`config.mk`:
```
export PLATFORM = sky130hd
export DESIGN_NAME = elf_ram_arbiter_flat
export DESIGN_NICKNAME = d
export VERILOG_FILES = /design/src/rtl/elf_ram_arbiter_if.sv /design/src/rtl/elf_ram_arbiter.sv /design/src/flat_wrapper.sv
export SDC_FILE = /design/constraint.sdc
export NUM_CORES = 1
export LEC_CHECK = 0
export BUFFER_PORTS_ARGS = -buffer_cell sky130_fd_sc_hd__buf_2
export CAP_MARGIN = 10
export CELL_PAD_IN_SITES_DETAIL_PLACEMENT = 1
export CELL_PAD_IN_SITES_GLOBAL_PLACEMENT = 2
export CORE_MARGIN = 5
export CORE_UTILIZATION = 29
export CTS_CLUSTER_SIZE = 24
export DETAILED_ROUTE_END_ITERATION = 16
export GPL_ROUTABILITY_DRIVEN = 1
export PLACE_DENSITY_LB_ADDON = 0.1
export SLEW_MARGIN = 20
export SYNTH_ARGS = -nofsm -noshare
export SYNTH_HDL_FRONTEND = slang
export SYNTH_SLANG_ARGS = --single-unit
```
`constraint.sdc`:
```
create_clock -name clk -period 2.5 [get_ports clk]
set_input_delay 0.25 -clock clk [delete_from_list [all_inputs] [get_ports clk]]
set_output_delay 0.25 -clock clk [all_outputs]
set_load 0.005 [all_outputs]
```
`src/rtl/elf_ram_arbiter_if.sv`:
```
// Bus bundle between the ELF RAM arbiter and its three requesters plus the RAM macro.
// The arbiter takes the slave modport; the surrounding system takes master.
interface elf_ram_arbiter_if #(
  parameter int AW = 12
);
  logic          dl_active;
  logic          dl_wr;
  logic [24:0]   dl_addr;
  logic [7:0]    dl_data;
  logic          dma_req;
  logic [AW-1:0] dma_addr;
  logic          dma_ack;
  logic [7:0]    dma_rdata;
  logic          cpu_req;
  logic          cpu_we;
  logic [AW-1:0] cpu_addr;
  logic [7:0]    cpu_wdata;
  logic          cpu_ack;
  logic [7:0]    cpu_rdata;
  logic          cpu_hold;
  logic          dl_overflow;
  logic [AW-1:0] ram_addr;
  logic          ram_we;
  logic [7:0]    ram_wdata;
  logic [7:0]    ram_rdata;

  modport slave (
    input  dl_active, dl_wr, dl_addr, dl_data,
    input  dma_req, dma_addr,
    output dma_ack, dma_rdata,
    input  cpu_req, cpu_we, cpu_addr, cpu_wdata,
    output cpu_ack, cpu_rdata, cpu_hold, dl_overflow,
    output ram_addr, ram_we, ram_wdata,
    input  ram_rdata
  );

  modport master (
    output dl_active, dl_wr, dl_addr, dl_data,
    output dma_req, dma_addr,
    input  dma_ack, dma_rdata,
    output cpu_req, cpu_we, cpu_addr, cpu_wdata,
    input  cpu_ack, cpu_rdata, cpu_hold, dl_overflow,
    input  ram_addr, ram_we, ram_wdata,
    output ram_rdata
  );
endinterface

```
`src/rtl/elf_ram_arbiter.sv`:
```
// Single-port RAM arbiter for the Cosmac ELF: zero-fill sweep after reset,
// ioctl BIN download, then DMA-over-CPU arbitration of one synchronous 8-bit RAM.
module elf_ram_arbiter #(
  parameter int AW = 12
) (
  input  logic                clk,
  input  logic                reset_n,
  elf_ram_arbiter_if.slave    bus
);
  typedef enum logic [1:0] {ST_CLEAR, ST_RUN, ST_LOAD} state_t;

  state_t        state, state_nx;
  logic [AW-1:0] clr_cnt;
  logic          pend, pend_ovf;
  logic [AW-1:0] buf_addr;
  logic [7:0]    buf_data;
  logic          overflow_q;
  logic          dma_ack_q, cpu_ack_q, cpu_rd_q;
  logic [7:0]    dma_rdata_q, cpu_rdata_q;
  logic          grant_dma, grant_cpu;
  logic          addr_ovf;
  logic [AW-1:0] ram_addr;
  logic          ram_we;
  logic [7:0]    ram_wdata;

  assign addr_ovf = |bus.dl_addr[24:AW];

  // NOTE: every combinational output gets a default before the case, so no path leaves it unassigned and no latch is inferred.
  always_comb begin
    state_nx  = state;
    grant_dma = 1'b0;
    grant_cpu = 1'b0;
    ram_addr  = '0;
    ram_we    = 1'b0;
    ram_wdata = '0;
    unique case (state)
      ST_CLEAR: begin
        // Held in reset the sweep must not write, so the strobe is gated by reset_n.
        ram_we   = reset_n;
        ram_addr = clr_cnt;
        if (bus.dl_active)   state_nx = ST_LOAD;
        else if (&clr_cnt)   state_nx = ST_RUN;
      end
      ST_RUN: begin
        grant_dma = bus.dma_req && !dma_ack_q;
        grant_cpu = !grant_dma && bus.cpu_req && !cpu_ack_q;
        if (bus.dl_active || pend) state_nx = ST_LOAD;
      end
      ST_LOAD: begin
        if (pend) begin
          ram_we = !pend_ovf;
          if (!pend_ovf) begin
            ram_addr  = buf_addr;
            ram_wdata = buf_data;
          end
        end else begin
          grant_dma = bus.dma_req && !dma_ack_q;
        end
        if (!bus.dl_active && !pend && !bus.dl_wr) state_nx = ST_RUN;
      end
      default: state_nx = ST_CLEAR;
    endcase
    if (grant_dma) ram_addr = bus.dma_addr;
    if (grant_cpu) begin
      ram_addr  = bus.cpu_addr;
      ram_we    = bus.cpu_we;
      ram_wdata = bus.cpu_we ? bus.cpu_wdata : 8'h00;
    end
  end

  // NOTE: all clocked state uses non-blocking assignments so every register samples pre-edge values.
  always_ff @(posedge clk or negedge reset_n) begin
    if (!reset_n) state <= ST_CLEAR;
    else          state <= state_nx;
  end

  always_ff @(posedge clk or negedge reset_n) begin
    if (!reset_n) begin
      clr_cnt     <= '0;
      pend        <= 1'b0;
      pend_ovf    <= 1'b0;
      overflow_q  <= 1'b0;
      dma_ack_q   <= 1'b0;
      cpu_ack_q   <= 1'b0;
      cpu_rd_q    <= 1'b0;
      dma_rdata_q <= 8'h00;
      cpu_rdata_q <= 8'h00;
    end else begin
      if (state == ST_CLEAR) clr_cnt <= clr_cnt + 1'b1;
      // A strobe in the drain cycle recaptures, keeping back-to-back writes lossless.
      if (bus.dl_wr) begin
        pend     <= 1'b1;
        pend_ovf <= addr_ovf;
      end else if (state == ST_LOAD) begin
        pend <= 1'b0;
      end
      if (state != ST_LOAD && state_nx == ST_LOAD) overflow_q <= 1'b0;
      if (bus.dl_wr && addr_ovf)                   overflow_q <= 1'b1;
      dma_ack_q <= grant_dma;
      cpu_ack_q <= grant_cpu;
      cpu_rd_q  <= grant_cpu && !bus.cpu_we;
      if (dma_ack_q) dma_rdata_q <= bus.ram_rdata;
      if (cpu_rd_q)  cpu_rdata_q <= bus.ram_rdata;
    end
  end

  // NOTE: the download buffer is pure datapath qualified by pend, so it carries no reset.
  always_ff @(posedge clk) begin
    if (bus.dl_wr) begin
      buf_addr <= bus.dl_addr[AW-1:0];
      buf_data <= bus.dl_data;
    end
  end

  assign bus.ram_addr    = ram_addr;
  assign bus.ram_we      = ram_we;
  assign bus.ram_wdata   = ram_wdata;
  assign bus.dma_ack     = dma_ack_q;
  assign bus.cpu_ack     = cpu_ack_q;
  assign bus.dma_rdata   = dma_ack_q ? bus.ram_rdata : dma_rdata_q;
  assign bus.cpu_rdata   = cpu_rd_q  ? bus.ram_rdata : cpu_rdata_q;
  assign bus.cpu_hold    = (state != ST_RUN) || (bus.cpu_req && !cpu_ack_q);
  assign bus.dl_overflow = overflow_q;
endmodule
```
`src/flat_wrapper.sv`:
```
// flat-port wrapper written by rule: the top's interface ports become plain ports
module elf_ram_arbiter_flat 
#(
  parameter int AW = 12
)
  (clk, reset_n, bus_dl_active, bus_dl_wr, bus_dl_addr, bus_dl_data, bus_dma_req, bus_dma_addr, bus_dma_ack, bus_dma_rdata, bus_cpu_req, bus_cpu_we, bus_cpu_addr, bus_cpu_wdata, bus_cpu_ack, bus_cpu_rdata, bus_cpu_hold, bus_dl_overflow, bus_ram_addr, bus_ram_we, bus_ram_wdata, bus_ram_rdata);
  elf_ram_arbiter_if #(.AW(AW)) bus_i ();
  input  logic clk;
  input  logic reset_n;
  input wire logic [$bits(bus_i.dl_active)-1:0] bus_dl_active;
  input wire logic [$bits(bus_i.dl_wr)-1:0] bus_dl_wr;
  input wire logic [$bits(bus_i.dl_addr)-1:0] bus_dl_addr;
  input wire logic [$bits(bus_i.dl_data)-1:0] bus_dl_data;
  input wire logic [$bits(bus_i.dma_req)-1:0] bus_dma_req;
  input wire logic [$bits(bus_i.dma_addr)-1:0] bus_dma_addr;
  output wire logic [$bits(bus_i.dma_ack)-1:0] bus_dma_ack;
  output wire logic [$bits(bus_i.dma_rdata)-1:0] bus_dma_rdata;
  input wire logic [$bits(bus_i.cpu_req)-1:0] bus_cpu_req;
  input wire logic [$bits(bus_i.cpu_we)-1:0] bus_cpu_we;
  input wire logic [$bits(bus_i.cpu_addr)-1:0] bus_cpu_addr;
  input wire logic [$bits(bus_i.cpu_wdata)-1:0] bus_cpu_wdata;
  output wire logic [$bits(bus_i.cpu_ack)-1:0] bus_cpu_ack;
  output wire logic [$bits(bus_i.cpu_rdata)-1:0] bus_cpu_rdata;
  output wire logic [$bits(bus_i.cpu_hold)-1:0] bus_cpu_hold;
  output wire logic [$bits(bus_i.dl_overflow)-1:0] bus_dl_overflow;
  output wire logic [$bits(bus_i.ram_addr)-1:0] bus_ram_addr;
  output wire logic [$bits(bus_i.ram_we)-1:0] bus_ram_we;
  output wire logic [$bits(bus_i.ram_wdata)-1:0] bus_ram_wdata;
  input wire logic [$bits(bus_i.ram_rdata)-1:0] bus_ram_rdata;
  assign bus_i.dl_active = bus_dl_active;
  assign bus_i.dl_wr = bus_dl_wr;
  assign bus_i.dl_addr = bus_dl_addr;
  assign bus_i.dl_data = bus_dl_data;
  assign bus_i.dma_req = bus_dma_req;
  assign bus_i.dma_addr = bus_dma_addr;
  assign bus_dma_ack = bus_i.dma_ack;
  assign bus_dma_rdata = bus_i.dma_rdata;
  assign bus_i.cpu_req = bus_cpu_req;
  assign bus_i.cpu_we = bus_cpu_we;
  assign bus_i.cpu_addr = bus_cpu_addr;
  assign bus_i.cpu_wdata = bus_cpu_wdata;
  assign bus_cpu_ack = bus_i.cpu_ack;
  assign bus_cpu_rdata = bus_i.cpu_rdata;
  assign bus_cpu_hold = bus_i.cpu_hold;
  assign bus_dl_overflow = bus_i.dl_overflow;
  assign bus_ram_addr = bus_i.ram_addr;
  assign bus_ram_we = bus_i.ram_we;
  assign bus_ram_wdata = bus_i.ram_wdata;
  assign bus_i.ram_rdata = bus_ram_rdata;
  elf_ram_arbiter #(.AW(AW)) u_core (.clk(clk), .reset_n(reset_n), .bus(bus_i));
endmodule
```
# [Word-level counts from Yosys, hierarchy flattened]
# Cells that the tools add are included.
[totals] word_cells=69 regBits=56 input_bits=80 out_inout_bits=41
[op_classes] n_eq_ne=5 reduce_logical=24 mux=27 addsub=1
[ops] cell="2-to-1 mux 8 bit" n=7
[ops] cell="2-to-1 mux 12 bit" n=4
[ops] cell="case mux 12 bit (2 select lines)" n=1
[ops] cell="OR reduction 13 bit" n=1
[ops] cell="adder 12 x 1 -> 12 bit, second input constant" n=1
[ops] cell="AND reduction 12 bit" n=1
[ops] cell="logical AND 1 bit" n=9
[ops] cell="logical NOT 1 bit" n=8
[ops] cell="2-to-1 mux 1 bit" n=8
[ops] cell="2-to-1 mux 2 bit" n=4
[ops] cell="case mux 2 bit (3 select lines)" n=1
[ops] cell="equality test 2 bit, second input constant" n=2
[ops] cell="case mux 1 bit (2 select lines)" n=2
[ops] cell="nonzero test 2 bit" n=2
[ops] cell="equality test 2 x 1 -> 1 bit, second input constant" n=1
[ops] cell="logical NOT 2 bit" n=1
[ops] cell="logical OR 1 bit" n=2
[ops] cell="!= test 2 x 1 -> 1 bit, second input constant" n=1
[ops] cell="!= test 2 bit, second input constant" n=1

# [Logic depth before layout (Yosys ltp)]
# Gate-level depths: netlist of run 1.
[depth] word_depth=9 depth_mapped=8 depth_no_buf=6

# [Worst setup path after synthesis of run 1]
# OpenSTA, ideal clock, no wires.
[synth_path] path_type="register to output" start="register u_core.state[0]" end="output port bus_ram_addr[10]" setup_slack_ns=0.647 n_path_buf=1 required_ns=2.250 stages_incl_launch_ff=8 t_arrival_ns=1.603 path_cell_list="dfrtp_1 > inv_1 > ha_1 > and3b_1 > buf_2 > a22oi_1 > o31ai_1 > mux2_1"
[synth_via] elab_chain_len=4 word_cells_on_any_way=8 cone_classes="2 x eq/ne; 5 x mux; 1 x reduce/logical"
[synth_lines] element="start: declaration" line_no="elf_ram_arbiter.sv:12" source="state_t state, state_nx;"
[synth_lines] element="start signal: assignment" line_no="elf_ram_arbiter.sv:74" source="else state <= state_nx;"
[synth_lines] element="equality test 2 bit, or another cell as far along" line_no="elf_ram_arbiter.sv:36" source="unique case (state)"
[synth_lines] element="case mux 12 bit (2 select lines) or case mux 1 bit (2 select lines) (tied branches)" line_no="elf_ram_arbiter.sv:36"
[synth_lines] element="2-to-1 mux 12 bit" line_no="elf_ram_arbiter.sv:63" source="if (grant_dma) ram_addr = bus.dma_addr;"
[synth_lines] element="2-to-1 mux 12 bit (*)" line_no="elf_ram_arbiter.sv:64" source="if (grant_cpu) begin"
[synth_lines] element="end: declaration" line_no="flat_wrapper.sv:26" source="output wire logic [$bits(bus_i.ram_addr)-1:0] bus_ram_addr;"
# Mark *: on every way between the ends. The rest lies on a longest branch, timed or not.

# [Worst setup path after layout of run 1]
[layout_path] start="register u_core.state[0]" end="output port bus_ram_addr[6]"
# Same word-level chain as after synthesis.

==> summary.txt, run 1 <==
Outcome
  – Status: finished, final reports clean

Critical path
  – Crit path largest cell delay: 0.40 ns
  – CP Cell Sequence: inv_1 -> ha_2 -> and3b_2 -> buf_4 -> a22oi_1 -> o31ai_1 -> mux2_1 -> buf_2
  – Worst setup path endpoint: bus_ram_addr[6]
  – Critical path's top delay family: flip-flops
  – CP Capture Type: output pin
  – Cell depth of the worst flop-to-flop path: 7
  – CP Max Fanout: 5
  – R2r startpoint: u_core.state[1]
  – Critical path origin: u_core.state[0]
  – Arr. time, crit path: 2.13 ns
  – Worst path buffer plus inverter count: 3
  – R2R setup slack: 0.67 ns
  – Worst r2r dst: u_core.clr_cnt[9]
  – Startpoint type of the worst setup path: flip-flop
  – CP Class: flip-flop to output pin
  – Slowest CP cell: dfrtp_1
  – Cell depth of the worst setup path: 8
  – Critical Path RT: 2.25 ns

Timing
  – RSZ-0062 raised after global routing: yes
  – Min Tclk post-route: 2.38 ns
  – Setup Skew: 0.00629 ns
  – Setup_tns: 0 ns
  – Min Hold Slack: 0.0509 ns
  – Fin. Hold Viols: 0
  – Setup violators final: 0
  – Final max-slew violation count: 0
  – Achievable Freq: 421 MHz
  – Final critical-path share of the clock period: 95.1%
  – Slew HR: 67.5%
  – Worst slew pin tran: 0.483 ns

Route
  – Post-route DRC: 0
  – Vias per cell: 4.79
  – Via count: 2407
  – Drt wl/cell: 17.3 µm
  – Final WL: 8680 µm
  – Detailed Routing Iterations Pass 1: 4
  – DR iter-0 viols: 39
  – Antenna violation net count after detailed routing: 0

Yosys
  – Synth Instances: 238
  – Main flop type after synthesis: dfrtp_1
  – Post-Syn Area: 2860 µm²
  – Synth area leaders: dfrtp_1 (31%), edfxtp_1 (21%), mux2_2 (6.7%), mux2_1 (4.7%), a22oi_1 (3.4%)
  – Syn avg cell area: 12.0 µm²
  – Top cell type's share of synthesized area: 31.5%
  – Post-synth cell types: 44
  – Seq cells post-synth: 56
  – Cell with the most instances after synthesis: dfrtp_1
  – Post-synth EDFFs: 20
  – Post-synthesis async set-or-reset flop share: 64.3%
  – Largest area contributor in the netlist: dfrtp_1
  – Top post-synthesis cells by count: dfrtp_1 (36), edfxtp_1 (20), mux2_2 (17)
  – Register area share after synthesis: 52.5%
  – YS warnings: 0
  – Synth Net Count: 323

GRT
  – Largest net degree at the start of global routing: 37
  – GRT Util Overall: 14.7%
  – Vias in the first global route: 2615
  – Grt ovf: 0
  – Initial antenna violation count: 1
  – First-pass GRT wire length: 13600 µm

Floorplan
  – Die area: 12000 µm²
  – DIE WIDTH: 109 µm
  – Starting Density: 29.5%
  – Boundary Pins: 121
  – Vertical die dimension: 109 µm
  – # rows: 36
  – Core Footprint: 9680 µm²

Clock network
  – H-tree levels: 2
  – Total clock sinks: 56
  – CTS max path bufs: 2
  – CTS tree: built
  – Clk_lat worst skew: 0.31 ns
  – Root buffer cell: clkbuf_8
  – Number of buffers created by CTS: 5
  – Clk slew on worst S/H paths: 0.10 ns

Power
  – Pleak: 1.78 nW
  – Total power: 0.00337 W
  – Power Density: 888 nW/µm²
  – Maximum VDD drop: 0.309 mV

Hold path
  – Hold Path Class: input port to async pin

Final layout
  – Share of layout cells above drive strength 1: 48.0%
  – Final net count: 453
  – Fillers: 1107
  – Antenna cell count: 0
  – Synthesis-to-finish area growth: 32.4%

Placed design
  – Placer's final routability congestion estimate: 0.704
  – Buffers added on ports: 120
  – HPWL after DPL: 6540 µm

Job
  – Number of max-cap violations: 0
## worst min path at each step
stage                   start                  to  slack, ns  cells after the start
6_report              reset_n   u_core.clr_cnt[2]       0.05                      2
3_5_place_dp          reset_n   u_core.clr_cnt[7]       0.41                      2
5_1_grt        bus_dl_data[7]  u_core.buf_data[7]       0.08                      1
3_3_place_gp          reset_n   u_core.clr_cnt[6]       0.42                      2
4_1_cts               reset_n   u_core.clr_cnt[7]       0.07                      2
2_1_floorplan         reset_n  u_core.bus.cpu_ack      -0.05                      0
## placed cells by master, fill, tap and decap left out, types with 2 or more instances in the layout
cell,count
mux2_1,12
xor2_1,5
o31ai_2,4
o21ai_1,8
edfxtp_1,20
buf_2,120
a21oi_1,2
and3b_2,2
mux2_2,17
o21ai_0,3
nand2_1,14
nor2_1,8
ha_1,3
clkbuf_8,6
nand4_1,3
nor4_1,3
a21o_1,3
a22oi_1,12
nand2b_1,2
dfrtp_1,35
o31ai_1,8
o211ai_1,13
xnor2_1,6
nand3_1,11
ha_2,2
inv_1,6
buf_4,16
nor2b_1,3
buf_6,2
## metrics by stage
stage          util [%]  area (µm²)  worst slack, ns  instances
2_1_floorplan         -        2860            0.647        238
3_3_place_gp       37.0        3580            0.326        485
3_5_place_dp       37.0        3580            0.292        485
4_1_cts            38.3        3710           0.0318        497
5_1_grt            39.1        3790          -0.0158        502
6_report           39.1        3790            0.124        502
## cell families after synthesis
group           Yosys count  synth area share [%]
fa+ha+maj                 5                  2.19
flops                    56                  52.5
xor+xnor                 11                  3.37
mux                      29                  11.4
compound gates           61                  15.3
simple gates             53                  9.62
buf+inv                  23                  5.64
## worst register-to-register path, delay by kind of cell (launching register included)
kind | cells | cell delay (ns)
xor+xnor | 1 | 0.14
flops | 1 | 0.45
buf+inv | 2 | 0.31
simple gates | 3 | 0.70
fa+ha+maj | 1 | 0.17
## routing by layer
layer	track usage [%]	share of wire (%)	routed length (µm)	vias up
li1	-	-	-	1150
met1	18.0	42	3620	1179
met2	25.3	51	4390	69
met3	4.64	6.8	588	7
met4	3.21	0.78	68	2
met5	0	0.13	11	-
## cell type report
type                    instances  area, µm²  share of cell area, %
flip-flops and latches         56       1500                   39.7
multi-input cells             160       1240                   32.7
repair buffers                139        763                   20.1
well taps                     133        166                   4.39
clock buffers                   6       82.6                   2.18
inverters                       6       22.5                  0.594
clock inverters                 2       13.8                  0.363
## sequential cells by signal, summed over array words and instances (netlist names), 2 cells and up
name,cells
u_core.cpu_rdata_q,8
u_core.buf_data,8
u_core.clr_cnt,12
u_core.buf_addr,12
u_core.dma_rdata_q,8
u_core.state,2
## power by group
| group | switching (W) | internal [W] | leakage, nW |
|---|---|---|---|
| Clock | 0.000304 | 0.000226 | 0.0477 |
| Combinational | 0.000765 | 0.000761 | 1.08 |
| Sequential | 0.000145 | 0.00116 | 0.654 |
| Total | 0.00121 | 0.00215 | 1.78 |
## repair_timing
action                                  4_1_cts  5_1_grt
endpoints found under the setup margin       12       12
gates cloned                                  0        1
gates resized for setup                       1       10
hold buffers                                  0        0
hold endpoints to repair                      0        0
pin swaps                                     0        1
setup buffers                                 4        4
(Power assumes the default switching activity.)
==> run 2: changes to the inputs <==
--- a/config.mk
+++ b/config.mk
@@ -5,14 +5,14 @@
 export SDC_FILE = /design/constraint.sdc
 export NUM_CORES = 1
 export LEC_CHECK = 0
-export BUFFER_PORTS_ARGS = -buffer_cell sky130_fd_sc_hd__buf_2
 export CAP_MARGIN = 10
 export CELL_PAD_IN_SITES_DETAIL_PLACEMENT = 1
 export CELL_PAD_IN_SITES_GLOBAL_PLACEMENT = 2
 export CORE_MARGIN = 5
-export CORE_UTILIZATION = 29
+export CORE_UTILIZATION = 33
 export CTS_CLUSTER_SIZE = 24
 export DETAILED_ROUTE_END_ITERATION = 16
+export DONT_BUFFER_PORTS = 1
 export GPL_ROUTABILITY_DRIVEN = 1
 export PLACE_DENSITY_LB_ADDON = 0.1
 export SLEW_MARGIN = 20
==> run 2 against run 1 <==
Net effect:
- register-to-register slack worse by 0.13 ns
- sequential power barely moved
- clock skew is 0.0038 ns higher
- via count is 20% lower
- largest cell class unchanged
- non-clock buffer count fell by 121
- critical endpoint is now bus_ram_addr[8]
- die area decreased by 11%
- combinational power fell by 27%
- power is 13% lower
- cell count shrank 29%
==> summary.txt, run 2 (synthesis gave the netlist of run 1 again) <==
Power
  – Seq pwr share: 45.2%
  – P_int: 0.00186 W
  – P_sw: 0.00108 W
  – Switching fraction of total power: 36.6%
  – Pleak: 1.24 nW
  – Comb pwr share: 37.8%
  – Total power: 0.00294 W
  – Clock network fraction of total power: 17.0%
  – Power Density: 937 nW/µm²
  – Maximum VDD drop: 0.374 mV

Timing
  – Setup_tns: 0 ns
  – Setup violators final: 0
  – Slew HR: 66.8%
  – Min Hold Slack: 0.0269 ns
  – Achievable Freq: 425 MHz
  – RSZ-0062 raised after global routing: no
  – Min Tclk post-route: 2.36 ns
  – Final critical-path share of the clock period: 94.2%
  – Final max-slew violation count: 0
  – Setup Skew: 0.0101 ns
  – Fin. Hold Viols: 0
  – Worst slew pin tran: 0.494 ns

Clock network
  – CTS tree: built
  – Clk_lat worst skew: 0.31 ns
  – Total clock sinks: 56
  – Root buffer cell: clkbuf_8
  – CTS max path bufs: 2
  – Clk slew on worst S/H paths: 0.10 ns
  – H-tree levels: 2
  – Number of buffers created by CTS: 5

Final layout
  – Layout Utilization: 36.5%
  – Top flop regs: u_core.buf_addr (12), u_core.clr_cnt (12)
  – Post-route cell area: 3140 µm²
  – Final net count: 331
  – Most common cell after layout, fill and taps aside: dfrtp_1
  – Synthesis-to-finish area growth: 9.58%
  – Most frequent cells in the layout: dfrtp_1 (35), edfxtp_1 (20), mux2_2 (17)
  – Share of layout cells above drive strength 1: 15.8%
  – Antenna cell count: 0
  – Fillers: 942

Route
  – Final WL: 7680 µm
  – Post-route DRC: 0
  – Highest metal used: met4
  – DR iter-0 viols: 26
  – WL met2: 4050 µm
  – Drt wl/cell: 21.6 µm
  – Antenna violation net count after detailed routing: 0
  – Met3 wire length: 644 µm
  – Detailed Routing Iterations Pass 1: 4
  – Via count: 1935
  – Met1 Routed Length: 2950 µm
  – Vias per cell: 5.45

Critical path
  – Critical Path RT: 2.25 ns
  – CP Cell Sequence: inv_1 -> ha_1 -> buf_4 -> o21a_4 -> o31ai_1 -> mux2_1
  – CP Capture Type: output pin
  – CP Class: flip-flop to output pin
  – Arr. time, crit path: 2.11 ns
  – Slowest CP cell: dfrtp_1
  – CP Max Fanout: 14
  – R2R setup slack: 0.54 ns
  – Startpoint type of the worst setup path: flip-flop
  – Crit path largest cell delay: 0.47 ns
  – Cell depth of the worst flop-to-flop path: 7
  – Worst r2r dst: u_core.clr_cnt[9]
  – R2r startpoint: u_core.state[1]

Placed design
  – Placed cell area: 2900 µm²
  – HPWL after DPL: 5780 µm
  – Placer's final routability congestion estimate: 0.850
  – Buffers added on ports: 0

Floorplan
  – Starting Density: 33.3%
  – Vertical die dimension: 103 µm
  – Boundary Pins: 121
  – Die area: 10600 µm²
  – # rows: 34
  – Core Footprint: 8590 µm²
  – DIE WIDTH: 103 µm

GRT
  – Largest net degree at the start of global routing: 37
  – First-pass GRT wire length: 11800 µm
  – Grt ovf: 0
  – Initial antenna violation count: 0
  – GRT Util Overall: 14.4%
  – Vias in the first global route: 2200

Hold path
  – Hold Crit Start: bus_dl_addr[11]
  – Hold Path Class: input port to flip-flop
  – Hold depth: 0
  – Hold Path Sink: u_core.buf_addr[11]

Outcome
  – Status: finished, final reports clean

Job
  – Number of max-cap violations: 0
[run 2: cell count changes in the layout (fill, tap and decap cells not counted), moves of 2 or more]
cell | previous run | this run
buf_2 | 120 | 0
buf_6 | 2 | 0
dlygate4sd3_1 | 0 | 10
o31ai_1 | 8 | 12
buf_4 | 16 | 6
o31ai_2 | 4 | 0
[run 2: worst max-delay path by stage]
stage                                from          endpoint  cells past startpoint
after global placement    u_core.state[0]  bus_ram_addr[10]                      6
after floorplan           u_core.state[0]  bus_ram_addr[10]                      7
final                     u_core.state[1]   bus_ram_addr[8]                      6
after detailed placement  u_core.state[0]  bus_ram_addr[11]                      6
after CTS                 u_core.state[0]   bus_ram_addr[8]                      6
after global routing      u_core.state[1]   bus_ram_addr[8]                      6
[run 2: layout make-up]
type,count,area (µm²),area share (%)
Timing Repair Buffer,18,185,5.91
Clock inverter,2,15.0,0.479
Clock buffer,6,72.6,2.31
Sequential cell,56,1500,47.9
Tap cell,108,135,4.31
Inverter,6,22.5,0.718
Multi-Input combinational cell,159,1200,38.3
[run 2: per-layer routing]
layer / up-vias / track usage (%)
li1: 905 / -
met1: 943 / 17.4
met2: 83 / 25.2
met3: 4 / 4.80
met4: 0 / 2.99
met5: - / 0
[run 2: through the flow]
| step | setup slack (ns) | instances |
|---|---|---|
| after detailed placement | 0.280 | 335 |
| after floorplan | 0.647 | 238 |
| after global placement | 0.395 | 335 |
| after CTS | 0.0245 | 346 |
| final | 0.145 | 355 |
| after global routing | 0.0423 | 355 |
[run 2: critical path, delay by kind of cell, from the launching register on]
| kind | cells | cell delay [ns] |
|---|---|---|
| AO/OA/AOI/OAI | 2 | 0.57 |
| flip-flops | 1 | 0.47 |
| buffers and inverters | 2 | 0.31 |
| adder cells (fa/ha/maj) | 1 | 0.25 |
| multiplexers | 1 | 0.20 |
[run 2: power groups by stage]
stage | registers, W | clock network [W] | logic [W]
5_1_grt | 0.00136 | 0.000566 | 0.00125
6_report | 0.00133 | 0.000499 | 0.00111
3_3_place_gp | 0.00133 | 0 | 0.00102
4_1_cts | 0.00133 | 0.000525 | 0.00110
3_5_place_dp | 0.00135 | 0 | 0.00107
2_1_floorplan | 0.00128 | 0 | 0.000896
[run 2: timing repair]
| item | in CTS | in global routing |
|---|---|---|
| endpoints found under the setup margin | 17 | 12 |
| hold buffers | 3 | 8 |
| endpoints found under the hold margin | 37 | 8 |
| buffers inserted | 0 | 1 |
| gates resized for setup | 1 | 2 |
| pin swaps | 0 | 2 |
==> run 3: changes to the inputs <==
--- a/config.mk
+++ b/config.mk
@@ -8,12 +8,12 @@
 export CAP_MARGIN = 10
 export CELL_PAD_IN_SITES_DETAIL_PLACEMENT = 1
 export CELL_PAD_IN_SITES_GLOBAL_PLACEMENT = 2
-export CORE_MARGIN = 5
 export CORE_UTILIZATION = 33
 export CTS_CLUSTER_SIZE = 24
 export DETAILED_ROUTE_END_ITERATION = 16
 export DONT_BUFFER_PORTS = 1
 export GPL_ROUTABILITY_DRIVEN = 1
+export HOLD_SLACK_MARGIN = 0.08
 export PLACE_DENSITY_LB_ADDON = 0.1
 export SLEW_MARGIN = 20
 export SYNTH_ARGS = -nofsm -noshare
==> run 3 against run 2 <==
Net effect:
- maximum frequency grew 0.40%
- die area is 15% lower
- via count rose by 5.2%
- critical path depth unchanged
- power rose by 0.52%
- sequential share of layout area fell by 1.9 points
- clock skew down 0.0045 ns
- clock power shrank 1%
- cell count rose by 3.4%
- non-clock buffer count up 14
- final area grew 4.3%
==> summary.txt, run 3 (synthesis gave the netlist of run 1 again) <==
Outcome
  – Status: finished, final reports clean

Critical path
  – Crit path largest cell delay: 0.45 ns
  – Critical path origin: u_core.state[0]
  – CP Max Fanout: 13
  – R2r startpoint: u_core.state[1]
  – Arr. time, crit path: 2.10 ns
  – Startpoint type of the worst setup path: flip-flop
  – CP Class: flip-flop to output pin
  – CP Cell Sequence: inv_1 -> ha_2 -> and2b_4 -> o21a_4 -> o31ai_1 -> mux2_1
  – CP Capture Type: output pin
  – Critical Path RT: 2.25 ns
  – Slowest CP cell: dfrtp_2

Final layout
  – Final net count: 346
  – Top flop regs: u_core.buf_addr (12), u_core.clr_cnt (12)
  – Most frequent cells in the layout: dfrtp_1 (34), dlygate4sd3_1 (23), edfxtp_1 (20)
  – Synthesis-to-finish area growth: 14.3%
  – Most common cell after layout, fill and taps aside: dfrtp_1
  – Antenna cell count: 0
  – Fillers: 872
  – Share of layout cells above drive strength 1: 16.0%
  – Layout Utilization: 39.4%
  – Post-route cell area: 3270 µm²

Power
  – Maximum VDD drop: 0.288 mV
  – Power Density: 903 nW/µm²
  – Pleak: 1.30 nW

Timing
  – Worst slew pin tran: 1.03 ns
  – Final critical-path share of the clock period: 93.8%
  – Setup Skew: 0.00560 ns
  – Setup violators final: 0
  – Final max-slew violation count: 0
  – Slew HR: 31.1%
  – Min Tclk post-route: 2.35 ns
  – Setup_tns: 0 ns
  – Fin. Hold Viols: 0
  – Achievable Freq: 426 MHz
  – RSZ-0062 raised after global routing: no

Placed design
  – Placed cell area: 2900 µm²
  – Buffers added on ports: 0
  – HPWL after DPL: 5390 µm
  – Placer's final routability congestion estimate: 0.717

Clock network
  – Clk_lat worst skew: 0.31 ns
  – Clk slew on worst S/H paths: 0.10 ns
  – Total clock sinks: 56
  – Number of buffers created by CTS: 5
  – CTS tree: built
  – H-tree levels: 2
  – CTS max path bufs: 2
  – Root buffer cell: clkbuf_8

Route
  – Drt wl/cell: 20.8 µm
  – DR iter-0 viols: 38
  – Via count: 2036
  – Detailed Routing Iterations Pass 1: 4
  – Antenna violation net count after detailed routing: 0
  – Post-route DRC: 0
  – Vias per cell: 5.55
  – Final WL: 7630 µm

GRT
  – GRT Util Overall: 17.1%
  – Grt ovf: 0
  – First-pass GRT wire length: 11500 µm
  – Largest net degree at the start of global routing: 37
  – Vias in the first global route: 2156
  – Initial antenna violation count: 0

Floorplan
  – # rows: 33
  – Core Footprint: 8300 µm²
  – Boundary Pins: 121
  – Vertical die dimension: 95.1 µm
  – Die area: 9050 µm²
  – Starting Density: 34.5%
  – DIE WIDTH: 95.1 µm

Hold path
  – Hold Crit Start: bus_ram_rdata[2]
  – Hold Path Class: input port to flip-flop

Job
  – Number of max-cap violations: 0
[run 3: cell count changes in the layout (fill, tap and decap cells not counted), sizes merged]
cell / previous run / this run
dlygate4sd3: 10 / 23
and3b: 2 / 3
buf: 8 / 9
clkinvlp: 0 / 1
inv: 7 / 6
[run 3: critical path, delay by kind of cell, from the launching register on]
kind,cells,cell delay [ns]
AO/OA/AOI/OAI,2,0.32
adder cells (fa/ha/maj),1,0.29
buffers and inverters,1,0.10
flip-flops,1,0.45
multiplexers,1,0.33
AND/OR/NAND/NOR,1,0.28
[run 3: per-layer routing]
layer	GRT usage (%)	up-vias	part of all wire [%]
li1	-	936	-
met1	19.3	1015	40
met2	32.4	80	54
met3	3.75	5	5.5
met4	3.79	0	0.66
met5	0	-	0
[run 3: repair_timing]
item	CTS	global route
resized for setup	2	3
pin swaps	0	2
endpoints found under the setup margin	21	12
setup buffers	0	2
endpoints found under the hold margin	77	0
gates cloned	0	1
hold buffers	24	0
[run 3: path summary, 6_finish.rpt]
check	to	slack (ns)	cells after the start
max in group asynchronous	u_core.state[0]	1.90	2
setup reg to reg	u_core.bus.dl_overflow	0.56	7
min in group asynchronous	u_core.clr_cnt[6]	0.41	2
hold reg to reg	u_core.clr_cnt[9]	0.51	1
hold / removal	u_core.dma_rdata_q[2]	0.12	1
setup / recovery	bus_ram_addr[9]	0.15	6
[run 3: through the flow]
| stage | setup slack, ns | total power [W] | cells | hold WS [ns] |
|---|---|---|---|---|
| finish | 0.154 | 0.00295 | 367 | 0.120 |
| global route | 0.0419 | 0.00316 | 367 | 0.101 |
| CTS | 0.00235 | 0.00295 | 364 | 0.104 |
| detailed placement | 0.203 | 0.00239 | 332 | -0.0438 |
| global placement | 0.379 | 0.00232 | 332 | -0.0438 |
| floorplan | 0.647 | 0.00218 | 238 | -0.0456 |
[run 3: layout make-up]
type / instances / area (µm²) / area share [%]
timing repair buffer: 32 / 310 / 9.49
multi-input combinational: 160 / 1210 / 37.1
clock buffer: 6 / 72.6 / 2.22
inverter: 6 / 22.5 / 0.689
clock inverter: 2 / 16.3 / 0.497
sequential: 56 / 1500 / 46.0
tap: 105 / 131 / 4.02
[run 3: power breakdown]
| group | switching [W] | total [W] | internal, W |
|---|---|---|---|
| sequential | 0.000163 | 0.00133 | 0.00117 |
| combinational | 0.000639 | 0.00113 | 0.000492 |
| clock | 0.000293 | 0.000493 | 0.000200 |
